`src/rtl/prio_scan_pkg.sv`:
```
// prio_scan_pkg
//   Shared definitions for the sequential priority scanner:
//     ps_state_e  - scanner FSM state (PS_IDLE, PS_SCAN)
//     PS_GROUP    - leaf group size of the priority-encoder tree (8 bits)
//     PS_GROUP_W  - index width inside one leaf group
//     ps_idx_w()  - index width needed to address a WIDTH-bit vector
package prio_scan_pkg;

    typedef enum logic [0:0] {
        PS_IDLE = 1'b0,
        PS_SCAN = 1'b1
    } ps_state_e;

    localparam int PS_GROUP   = 8;
    localparam int PS_GROUP_W = 3;

    // At least one index bit, even for a degenerate width.
    function automatic int ps_idx_w(input int width);
        return (width > 1) ? $clog2(width) : 1;
    endfunction

endpackage

```
`src/rtl/prio_enc_param.sv`:
```
// prio_enc_param
//   Combinational priority encoder built as a log-depth tree over 8-bit
//   groups. Each leaf encodes one group; internal nodes pick the winning
//   child according to the scan order.
//   Parameters:
//     WIDTH      - request vector width (>= 2)
//     IDX_W      - index output width
//     MSB_FIRST  - 1: highest set index wins, 0: lowest set index wins
//   Ports:
//     req_vec  in  WIDTH  vector to encode
//     enc_idx  out IDX_W  index of the winning set bit (0 when none set)
//     enc_any  out 1      at least one bit of req_vec is set
module prio_enc_param
    import prio_scan_pkg::*;
#(
    parameter int WIDTH     = 256,
    parameter int IDX_W     = ps_idx_w(WIDTH),
    parameter int MSB_FIRST = 1
) (
    input  logic [WIDTH-1:0] req_vec,
    output logic [IDX_W-1:0] enc_idx,
    output logic             enc_any
);

    // Groups, padded up to a power of two so the tree is a complete heap.
    localparam int NG  = (WIDTH + PS_GROUP - 1) / PS_GROUP;
    localparam int LVL = (NG > 1) ? $clog2(NG) : 0;
    localparam int NP  = 1 << LVL;
    localparam int CW  = $clog2(NP * PS_GROUP);
    localparam int NN  = 2 * NP - 1;

    logic [NP*PS_GROUP-1:0] vec_pad;
    logic                   node_any [NN];
    logic [CW-1:0]          node_idx [NN];

    always_comb begin
        vec_pad              = '0;
        vec_pad[WIDTH-1:0]   = req_vec;
    end

    // Local encode of one 8-bit group; the last match in loop order wins.
    function automatic logic [PS_GROUP_W-1:0] grp_enc(input logic [PS_GROUP-1:0] bits);
        logic [PS_GROUP_W-1:0] r;
        r = '0;
        for (int b = 0; b < PS_GROUP; b++) begin
            if (MSB_FIRST != 0) begin
                if (bits[b]) r = PS_GROUP_W'(b);
            end else begin
                if (bits[PS_GROUP-1-b]) r = PS_GROUP_W'(PS_GROUP-1-b);
            end
        end
        return r;
    endfunction

    // Heap layout: node 0 is the root, children of i are 2i+1 (lower
    // indices) and 2i+2 (higher indices); leaves occupy NP-1 .. 2NP-2.
    genvar gi;
    generate
        for (gi = 0; gi < NP; gi++) begin : g_leaf
            assign node_any[NP-1+gi] = |vec_pad[gi*PS_GROUP +: PS_GROUP];
            // Low bits of gi*8 are zero, so OR-ing in the local index is exact.
            assign node_idx[NP-1+gi] = CW'(gi * PS_GROUP)
                                     | CW'(grp_enc(vec_pad[gi*PS_GROUP +: PS_GROUP]));
        end

        for (gi = 0; gi < NP - 1; gi++) begin : g_node
            assign node_any[gi] = node_any[2*gi+1] | node_any[2*gi+2];
            if (MSB_FIRST != 0) begin : g_msb
                assign node_idx[gi] = node_any[2*gi+2] ? node_idx[2*gi+2] : node_idx[2*gi+1];
            end else begin : g_lsb
                assign node_idx[gi] = node_any[2*gi+1] ? node_idx[2*gi+1] : node_idx[2*gi+2];
            end
        end
    endgenerate

    assign enc_any = node_any[0];
    assign enc_idx = node_any[0] ? node_idx[0][IDX_W-1:0] : '0;

endmodule

```
`src/rtl/prio_scan.sv`:
```
// prio_scan
//   Sequential priority scanner. Accepts a request bitmap over a
//   valid/ready handshake and emits the index of every set bit in priority
//   order, one beat per cycle, flagging the final beat. An all-zero bitmap
//   yields a single beat with out_none set.
//   Optional feature macro: PRIO_SCAN_ABORT_EN adds the abort input, which
//   drops the remainder of a scan in progress.
//   Parameters: WIDTH (>= 2), IDX_W, MSB_FIRST (1: high index first).
//   Ports:
//     clk        in   1      clock, rising edge
//     rst        in   1      asynchronous active-high reset
//     in_valid   in   1      request vector valid
//     in_ready   out  1      block can accept a vector
//     in_vec     in   WIDTH  request bitmap
//     out_valid  out  1      out_idx valid
//     out_ready  in   1      consumer accepts the beat
//     out_idx    out  IDX_W  current highest-priority pending index
//     out_last   out  1      final beat of this vector
//     out_none   out  1      vector was all-zero (single beat)
//     abort      in   1      (PRIO_SCAN_ABORT_EN only) drop the current scan
module prio_scan
    import prio_scan_pkg::*;
#(
    parameter int WIDTH     = 256,
    parameter int IDX_W     = ps_idx_w(WIDTH),
    parameter int MSB_FIRST = 1
) (
    input  logic             clk,
    input  logic             rst,
    input  logic             in_valid,
    output logic             in_ready,
    input  logic [WIDTH-1:0] in_vec,
    output logic             out_valid,
    input  logic             out_ready,
    output logic [IDX_W-1:0] out_idx,
    output logic             out_last,
    output logic             out_none
`ifdef PRIO_SCAN_ABORT_EN
    ,
    input  logic             abort
`endif
);

    ps_state_e        state_q, state_d;
    logic [WIDTH-1:0] pend_q, pend_d;
    logic             none_q, none_d;

    logic [IDX_W-1:0] enc_idx;
    logic             enc_any;
    logic [WIDTH-1:0] pend_clr;
    logic             scan;
    logic             last_beat;
    logic             abort_act;
    logic             xfer;
    logic             load;

    prio_enc_param #(
        .WIDTH     (WIDTH),
        .IDX_W     (IDX_W),
        .MSB_FIRST (MSB_FIRST)
    ) u_enc (
        .req_vec (pend_q),
        .enc_idx (enc_idx),
        .enc_any (enc_any)
    );

    // Pending bits with the current winner removed. If nothing remains the
    // current beat is the last one, which covers both the single-bit and the
    // all-zero case.
    genvar gi;
    generate
        for (gi = 0; gi < WIDTH; gi++) begin : g_clr
            assign pend_clr[gi] = pend_q[gi] & (enc_idx != IDX_W'(gi));
        end
    endgenerate

    assign scan      = (state_q == PS_SCAN);
    assign last_beat = (pend_clr == '0);

`ifdef PRIO_SCAN_ABORT_EN
    assign abort_act = scan & abort;
`else
    assign abort_act = 1'b0;
`endif

    // Outputs come straight from state; nothing from in_* reaches out_*.
    assign out_valid = scan;
    assign out_idx   = (scan && !none_q && enc_any) ? enc_idx : '0;
    assign out_last  = scan & last_beat;
    assign out_none  = scan & none_q;

    // An aborting cycle neither transfers nor accepts a back-to-back vector.
    assign xfer     = scan & out_ready & ~abort_act;
    assign in_ready = ~scan | (last_beat & xfer);
    assign load     = in_valid & in_ready;

    always_comb begin
        state_d = state_q;
        pend_d  = pend_q;
        none_d  = none_q;
        if (abort_act) begin
            state_d = PS_IDLE;
            pend_d  = '0;
            none_d  = 1'b0;
        end else if (load) begin
            // Either from IDLE or directly behind the last beat (no bubble).
            state_d = PS_SCAN;
            pend_d  = in_vec;
            none_d  = (in_vec == '0);
        end else if (xfer) begin
            pend_d = pend_clr;
            if (last_beat) begin
                state_d = PS_IDLE;
                none_d  = 1'b0;
            end
        end
    end

    always_ff @(posedge clk or posedge rst) begin
        if (rst) begin
            state_q <= PS_IDLE;
            pend_q  <= '0;
            none_q  <= 1'b0;
        end else begin
            state_q <= state_d;
            pend_q  <= pend_d;
            none_q  <= none_d;
        end
    end

endmodule

```
`config.mk`:
```
export PLATFORM = sky130hd
export DESIGN_NAME = prio_scan
export DESIGN_NICKNAME = d
export VERILOG_FILES = /design/src/rtl/prio_scan_pkg.sv /design/src/rtl/prio_enc_param.sv /design/src/rtl/prio_scan.sv
export SDC_FILE = /design/constraint.sdc
export NUM_CORES = 1
export LEC_CHECK = 0
export BUFFER_PORTS_ARGS = -buffer_cell sky130_fd_sc_hd__buf_2
export CORE_AREA = 5 5 221 223
export CTS_CLUSTER_DIAMETER = 40
export DETAILED_ROUTE_END_ITERATION = 10
export DIE_AREA = 0 0 226 228
export HOLD_SLACK_MARGIN = 0.12
export PLACE_DENSITY_LB_ADDON = 0.3
export REMOVE_ABC_BUFFERS = 1
export SLEW_MARGIN = 5
export SYNTH_ARGS = -nofsm -noshare
export SYNTH_HDL_FRONTEND = slang
export SYNTH_SLANG_ARGS = --single-unit
```
`constraint.sdc`:
```
create_clock -name clk -period 6.9 [get_ports clk]
set_input_delay 0.345 -clock clk [delete_from_list [all_inputs] [get_ports clk]]
set_output_delay 0.345 -clock clk [all_outputs]
set_load 0.01 [all_outputs]
```
## Yosys cells after proc, flatten, opt, wreduce, memory -nomap -nowiden

Index checks and enable logic that the tools add are counted.

| operators by class | value |
|---|---|
| add/sub/neg operators | 0 |
| $mul | 0 |
| divide/modulo/power cells | 0 |
| $lt $le $gt $ge | 0 |
| equal/unequal tests | 255 |
| shift operators | 0 |
| muxes and demuxes | 263 |
| bitwise gates (word level) | 294 |
| reductions and logical operators | 41 |

Operators with widths:

| cell | count |
|---|---|
| 8-bit inequality test (second input constant) | 128 |
| 256-bit logical NOT | 2 |
| 256-bit two-way mux | 2 |
| 8-bit by 7-bit inequality test with 1-bit output (second input constant) | 64 |
| 3-bit two-way mux | 138 |
| 1-bit AND | 261 |
| 8-bit by 6-bit inequality test with 1-bit output (second input constant) | 32 |
| 8-bit OR reduction | 32 |
| 8-bit by 5-bit inequality test with 1-bit output (second input constant) | 16 |
| 2-bit two-way mux | 54 |
| 4-bit two-way mux | 16 |
| 8-bit by 4-bit inequality test with 1-bit output (second input constant) | 8 |
| 5-bit two-way mux | 8 |
| 1-bit two-way mux | 36 |
| 8-bit by 3-bit inequality test with 1-bit output (second input constant) | 4 |
| 1-bit bitwise OR | 32 |
| 6-bit two-way mux | 4 |
| 8-bit two-way mux | 3 |
| 8-bit by 2-bit inequality test with 1-bit output (second input constant) | 2 |
| 7-bit two-way mux | 2 |
| 8-bit by 1-bit inequality test with 1-bit output (second input constant) | 1 |
| 8-bit nonzero test | 1 |
| 2-bit nonzero test | 2 |
| 1-bit logical AND | 2 |
| other kinds (3) | 3 |

| word-level totals | value |
|---|---|
| bits in registers | 258 |
| bits in latches | 0 |
| memory bits (writable) | 0 |
| bits in read-only memories | 0 |
| input port bits | 260 |
| word-level logic and storage cells | 856 |
| memories kept | 0 |

## Logic depth before layout (Yosys ltp)

| depth | value |
|---|---|
| word-level depth | 21 |
| gate-level depth with buffers | 21 |
| mapped depth without buffers | 14 |

## By module

From an unflattened synthesis, not the netlist that was laid out.

| unflattened totals | value |
|---|---|
| cells, all modules | 2844 |
| area total of the unflattened synthesis | 21077.7 µm² |

By module, submodules not included:

| module | times used | cells an instance | area each (µm²) | seq. area each (µm²) |
|---|---|---|---|---|
| prio_scan | 1 | 2348 | 18143.7 | 6456.2 |
| prio_enc_param | 1 | 496 | 2934.1 | 0.0 |

## Least setup slack after synthesis

No wires, ideal clock.

| timing | value |
|---|---|
| path type | register to output |
| from | register pend_q[164] |
| to | output port out_last |
| arrival time | 4739 ps |
| required time | 6555 ps |
| path slack | 1816 ps |
| cell stages (with the launch flop) | 15 |
| path buffers | 1 |
| path through | dfrtp_1 > or4_4 > nand4b_4 > nor4_4 > nand2_2 > a311oi_4 > o21ai_2 > or2_1 > buf_2 > o22a_1 > or4_1 > or4_1 > nor4_4 > nand2_1 > nor4_1 |

| between the ends | value |
|---|---|
| cells in the longest elaborated chain, start to end | 14 |
| elaborated cells on any way between the ends | 530 |
| those cells by class | 255 x eq/ne; 10 x mux; 262 x bitwise; 3 x reduce/logical |

Ends and longest elaborated chain:

| what | line | source |
|---|---|---|
| start: declaration | prio_scan.sv:45 | `logic [WIDTH-1:0] pend_q, pend_d;` |
| start signal: assignment | prio_scan.sv:126 | `pend_q <= pend_d;` |
| 3-bit two-way mux (4 in a row) | prio_enc_param.sv:47 | `if (bits[b]) r = PS_GROUP_W'(b);` |
| 4-bit two-way mux | prio_enc_param.sv:69 | `assign node_idx[gi] = node_any[2*gi+2] ? node_idx[2*gi+2] : node_idx[2*gi+1];` |
| 5-bit two-way mux | prio_enc_param.sv:69 |  |
| 6-bit two-way mux | prio_enc_param.sv:69 |  |
| 7-bit two-way mux | prio_enc_param.sv:69 |  |
| 8-bit two-way mux | prio_enc_param.sv:69 |  |
| 8-bit two-way mux | prio_enc_param.sv:77 | `assign enc_idx = node_any[0] ? node_idx[0][IDX_W-1:0] : '0;` |
| 8-bit by 1-bit inequality test with 1-bit output, or another cell as far along | prio_scan.sv:73 | `assign pend_clr[gi] = pend_q[gi] & (enc_idx != IDX_W'(gi));` |
| 1-bit AND | prio_scan.sv:73 |  |
| 256-bit logical NOT * | prio_scan.sv:78 | `assign last_beat = (pend_clr == '0);` |
| 1-bit AND * | prio_scan.sv:89 | `assign out_last = scan & last_beat;` |
| end: declaration | prio_scan.sv:36 | `output logic out_last,` |

Every way passes the cells marked *; elsewhere a longest branch is shown, timed or not.

## Worst setup path in the final report

| timing | value |
|---|---|
| from | register pend_q[114] |
| to | output port in_ready |

| between the ends | value |
|---|---|
| cells in the longest elaborated chain, start to end | 17 |
| elaborated cells on any way between the ends | 533 |
| those cells by class | 255 x eq/ne; 12 x mux; 263 x bitwise; 3 x reduce/logical |

Ends and longest elaborated chain:

| what | line | source |
|---|---|---|
| 2-bit two-way mux (2 in a row) | prio_enc_param.sv:47 |  |
| 3-bit two-way mux (4 in a row) | prio_enc_param.sv:47 |  |
| 4-bit two-way mux | prio_enc_param.sv:69 |  |
| 5-bit two-way mux | prio_enc_param.sv:69 |  |
| 6-bit two-way mux | prio_enc_param.sv:69 |  |
| 7-bit two-way mux | prio_enc_param.sv:69 |  |
| 8-bit two-way mux | prio_enc_param.sv:69 |  |
| 8-bit two-way mux | prio_enc_param.sv:77 |  |
| 8-bit by 1-bit inequality test with 1-bit output, or another cell as far along | prio_scan.sv:73 |  |
| 1-bit AND | prio_scan.sv:73 |  |
| 256-bit logical NOT * | prio_scan.sv:78 |  |
| 1-bit AND * | prio_scan.sv:94 | `assign in_ready = ~scan \| (last_beat & xfer);` |
| 1-bit bitwise OR * | prio_scan.sv:94 |  |
| end: declaration | prio_scan.sv:31 | `output logic in_ready,` |

Marks and branches as above.

==> run summary <==
Status - finished, violations left
Failing checks - negative setup slack
Worst EP required - 6.55 ns
DRC viols - 0
Antenna violations before repair - 9
Max_cap viols - 0
Relative slew slack - 9.47%
DPL Wire Length - 98.3 mm
Async set-reset flop share out of synthesis - 100%
Clock sink total - 258
Drt total wl - 134 mm
Vias per cell - 6.94
Worst R2R End - pend_q[202]
Lkg Pwr - 11.8 nW
Critical path launch point type - register
Hold path start - in_vec[159]
CP Cell Sequence - nor2_1 > o31ai_1 > a2111oi_1 > o311ai_0 > buf_4 > a21oi_2 > a211o_1 > buf_4 > nand2_1 > buf_4 > or2_1 > o22a_1 > or4_1 > or4_1 > nor4_4 > buf_4 > a41oi_1 > inv_1 > buf_2
#FFs+latches synth - 258
Pre-CTS WS - 0.00651 ns
Grt total ovfl - 0
Arr. time, crit path - 6.60 ns
Yosys Warn Count - 0
Final period util - 101%
Commonest non-fill, non-tap cell in the layout - buf_4
Fraction of layout cells with a size suffix above 1 - 25.7%
Fill cell count - 3948
Largest net degree at the start of global routing - 134
Die width - 226 um
Worst-path maximum fanout - 16
Worst hold-check path type - in -> reg
Final ANT Viol Nets - 0
Critical path capture point type - output port
CP Capture Point - in_ready
Vias - 26081
Fin worst setup slack - -0.0461 ns
Worst-Margin Slew - 1.35 ns
Cell depth of the worst flop-to-flop path - 20
Synth unique cells - 82
Synth Flop Type - dfrtp_1
CTS Buf Count - 43
Starting Density - 39.6%
GPL Wtd Cong - 1.17
Critical R2R Launch - pend_q[114]
Fin. Hold Viols - 0
Min Tclk post-route - 6.95 ns
Clock transition at path regs - 0.06 ns
Clock Tree Buf Depth - 3
Pwr/cell area - 526 nW/um^2
IO Port Bufs - 271
Core Region - 46400 sq um
Crit-path max cell delay - 0.99 ns
DRT iter0 DRCs - 4433
Global-route wire length before repair - 186 mm
Vias in the first global route - 25218
Final slew viol count - 0
Largest area contributor in the netlist - dfrtp_1
Clk_skew - 0.0296 ns
CTS tree - yes
Final setup vio count - 2
Setup Crit Path Kind - reg -> out
DR pass1 iterations - 6
Post-synth EDFFs - 0
Final #Nets - 3372
Post-Synthesis Cells - 2330
Top cells by area, synth - dfrtp_1, o211ai_1, o21ai_1, inv_1, o31ai_1
Register area share after synthesis - 35.2%
Most frequent cells in the layout - buf_4, inv_1, buf_2, dfrtp_1, o21ai_1
CTS Root Cell - clkbuf_16
Reg2Reg Setup Slack - 0.65 ns
Storage element area - 6460 sq um
H-tree depth - 2
# IOs - 272
GRT Overall Usage - 49.8%
Slowest cell on crit path - a2111oi_1
VDD IR-drop max - 712 uV
Syn avg cell area - 7.88 sq um
CP Launch Point - pend_q[114]
Die span in y - 228 um
Area of the multi-input gates - 10300 sq um
Routed len/inst - 35.7 um
P&R area growth vs syn - 47.1%
Die Footprint - 51500 sq um
Hold slack - 0.164 ns
Crit-path most repeated cell - buf_4
# rows - 79
Worst skew pair latency - 0.58 ns
Fmax achieved - 0.144 GHz
Top cell type's share of synthesized area - 35.2%
Post-synthesis cell area - 18400 sq um
## Yosys cell counts (7+ instances only)
| cell type | n |
|---|---|
| a211oi_1 | 18 |
| a21oi_1 | 75 |
| a221oi_1 | 9 |
| a31oi_1 | 10 |
| and4_1 | 14 |
| buf_2 | 7 |
| buf_6 | 28 |
| clkbuf_1 | 123 |
| dfrtp_1 | 258 |
| inv_1 | 305 |
| nand2_1 | 102 |
| nand2b_1 | 18 |
| nand3_1 | 61 |
| nand4_1 | 60 |
| nor2_1 | 141 |
| nor2b_1 | 17 |
| nor3_1 | 30 |
| nor4_1 | 137 |
| nor4_2 | 11 |
| o2111ai_1 | 7 |
| o211ai_1 | 218 |
| o21a_1 | 7 |
| o21ai_0 | 80 |
| o21ai_1 | 252 |
| o21bai_1 | 9 |
| o22ai_1 | 11 |
| o311ai_0 | 28 |
| o31a_1 | 21 |
| o31ai_1 | 115 |
| o32ai_1 | 8 |
| or2_1 | 8 |
| or2_2 | 13 |
| or3_1 | 8 |
| or4_1 | 17 |
## sequential cells by signal, indices dropped and copies added, names as in the netlist
register	flops
none_q	1
out_valid	1
pend_q	256
## what timing repair did
item	4_1_cts	5_1_grt
buffers inserted	6	5
pin swaps	2	4
hold endpoints to repair	325	0
endpoints found under the setup margin	2	2
hold buffers	253	0
resized for setup	9	38
gates cloned	0	0
## stage by stage
stage                     cell area [sq um]  instances  setup TNS (ns)  total power, mW  util, %
after floorplan                       17500       2165        -1145.32             4.75        -
after global placement                22700       3410          -0.165             11.2     48.9
after detailed placement              22700       3410               0             11.1     48.9
after CTS                             26700       3748               0             13.5     57.7
after global routing                  27000       3753         -0.0561             14.2     58.3
final                                 27000       3757         -0.0752             14.2     58.3
## logic make-up after synthesis
family / synth area share [%]
buffers and inverters: 10.8
flip-flops: 35.2
AO/OA/AOI/OAI: 33.4
multiplexers: 0.491
AND/OR/NAND/NOR: 20.1
## how the worst min path moves through the flow
stage / slack, ns / cells past startpoint / end
floorplan: 0.45 / 1 / out_valid
detailed placement: 0.44 / 2 / pend_q[194]
global route: 0.18 / 3 / pend_q[61]
CTS: 0.13 / 3 / pend_q[159]
global placement: 0.43 / 2 / pend_q[206]
finish: 0.16 / 3 / pend_q[159]
## report_power, final
group          switching (mW)  total [mW]  internal [mW]  leakage [nW]
registers               0.336        1.99           1.65          3.33
logic                    6.93        10.1           3.14          7.77
clock network           0.829        2.17           1.34         0.708
total                    8.09        14.2           6.13          11.8
## per-layer routing
metal  part of all wire, %  vias to the layer above  global-route usage, %
li1                      -                    10378                      -
met1                    37                    12456                   63.6
met2                    40                     2509                   70.3
met3                    14                      722                   18.8
met4                   9.0                       16                   31.8
met5                 0.094                        -                      0
## worst max-delay path, delay by kind of cell (launching register included)
| family | cells | cell delay, ns |
|---|---|---|
| simple gates | 6 | 1.94 |
| flops | 1 | 0.57 |
| buf+inv | 6 | 1.16 |
| compound gates | 7 | 2.33 |
## area by class of cell
cell class / count / area share [%]
antenna: 4 / 0.0370
clock buffer: 58 / 4.57
clock inverter: 21 / 0.736
inverter: 305 / 4.27
multi-input combinational: 1602 / 38.0
sequential: 258 / 23.9
tap: 607 / 2.81
timing repair buffer: 902 / 25.7
Note: power is estimated with default switching activity, not from simulation.
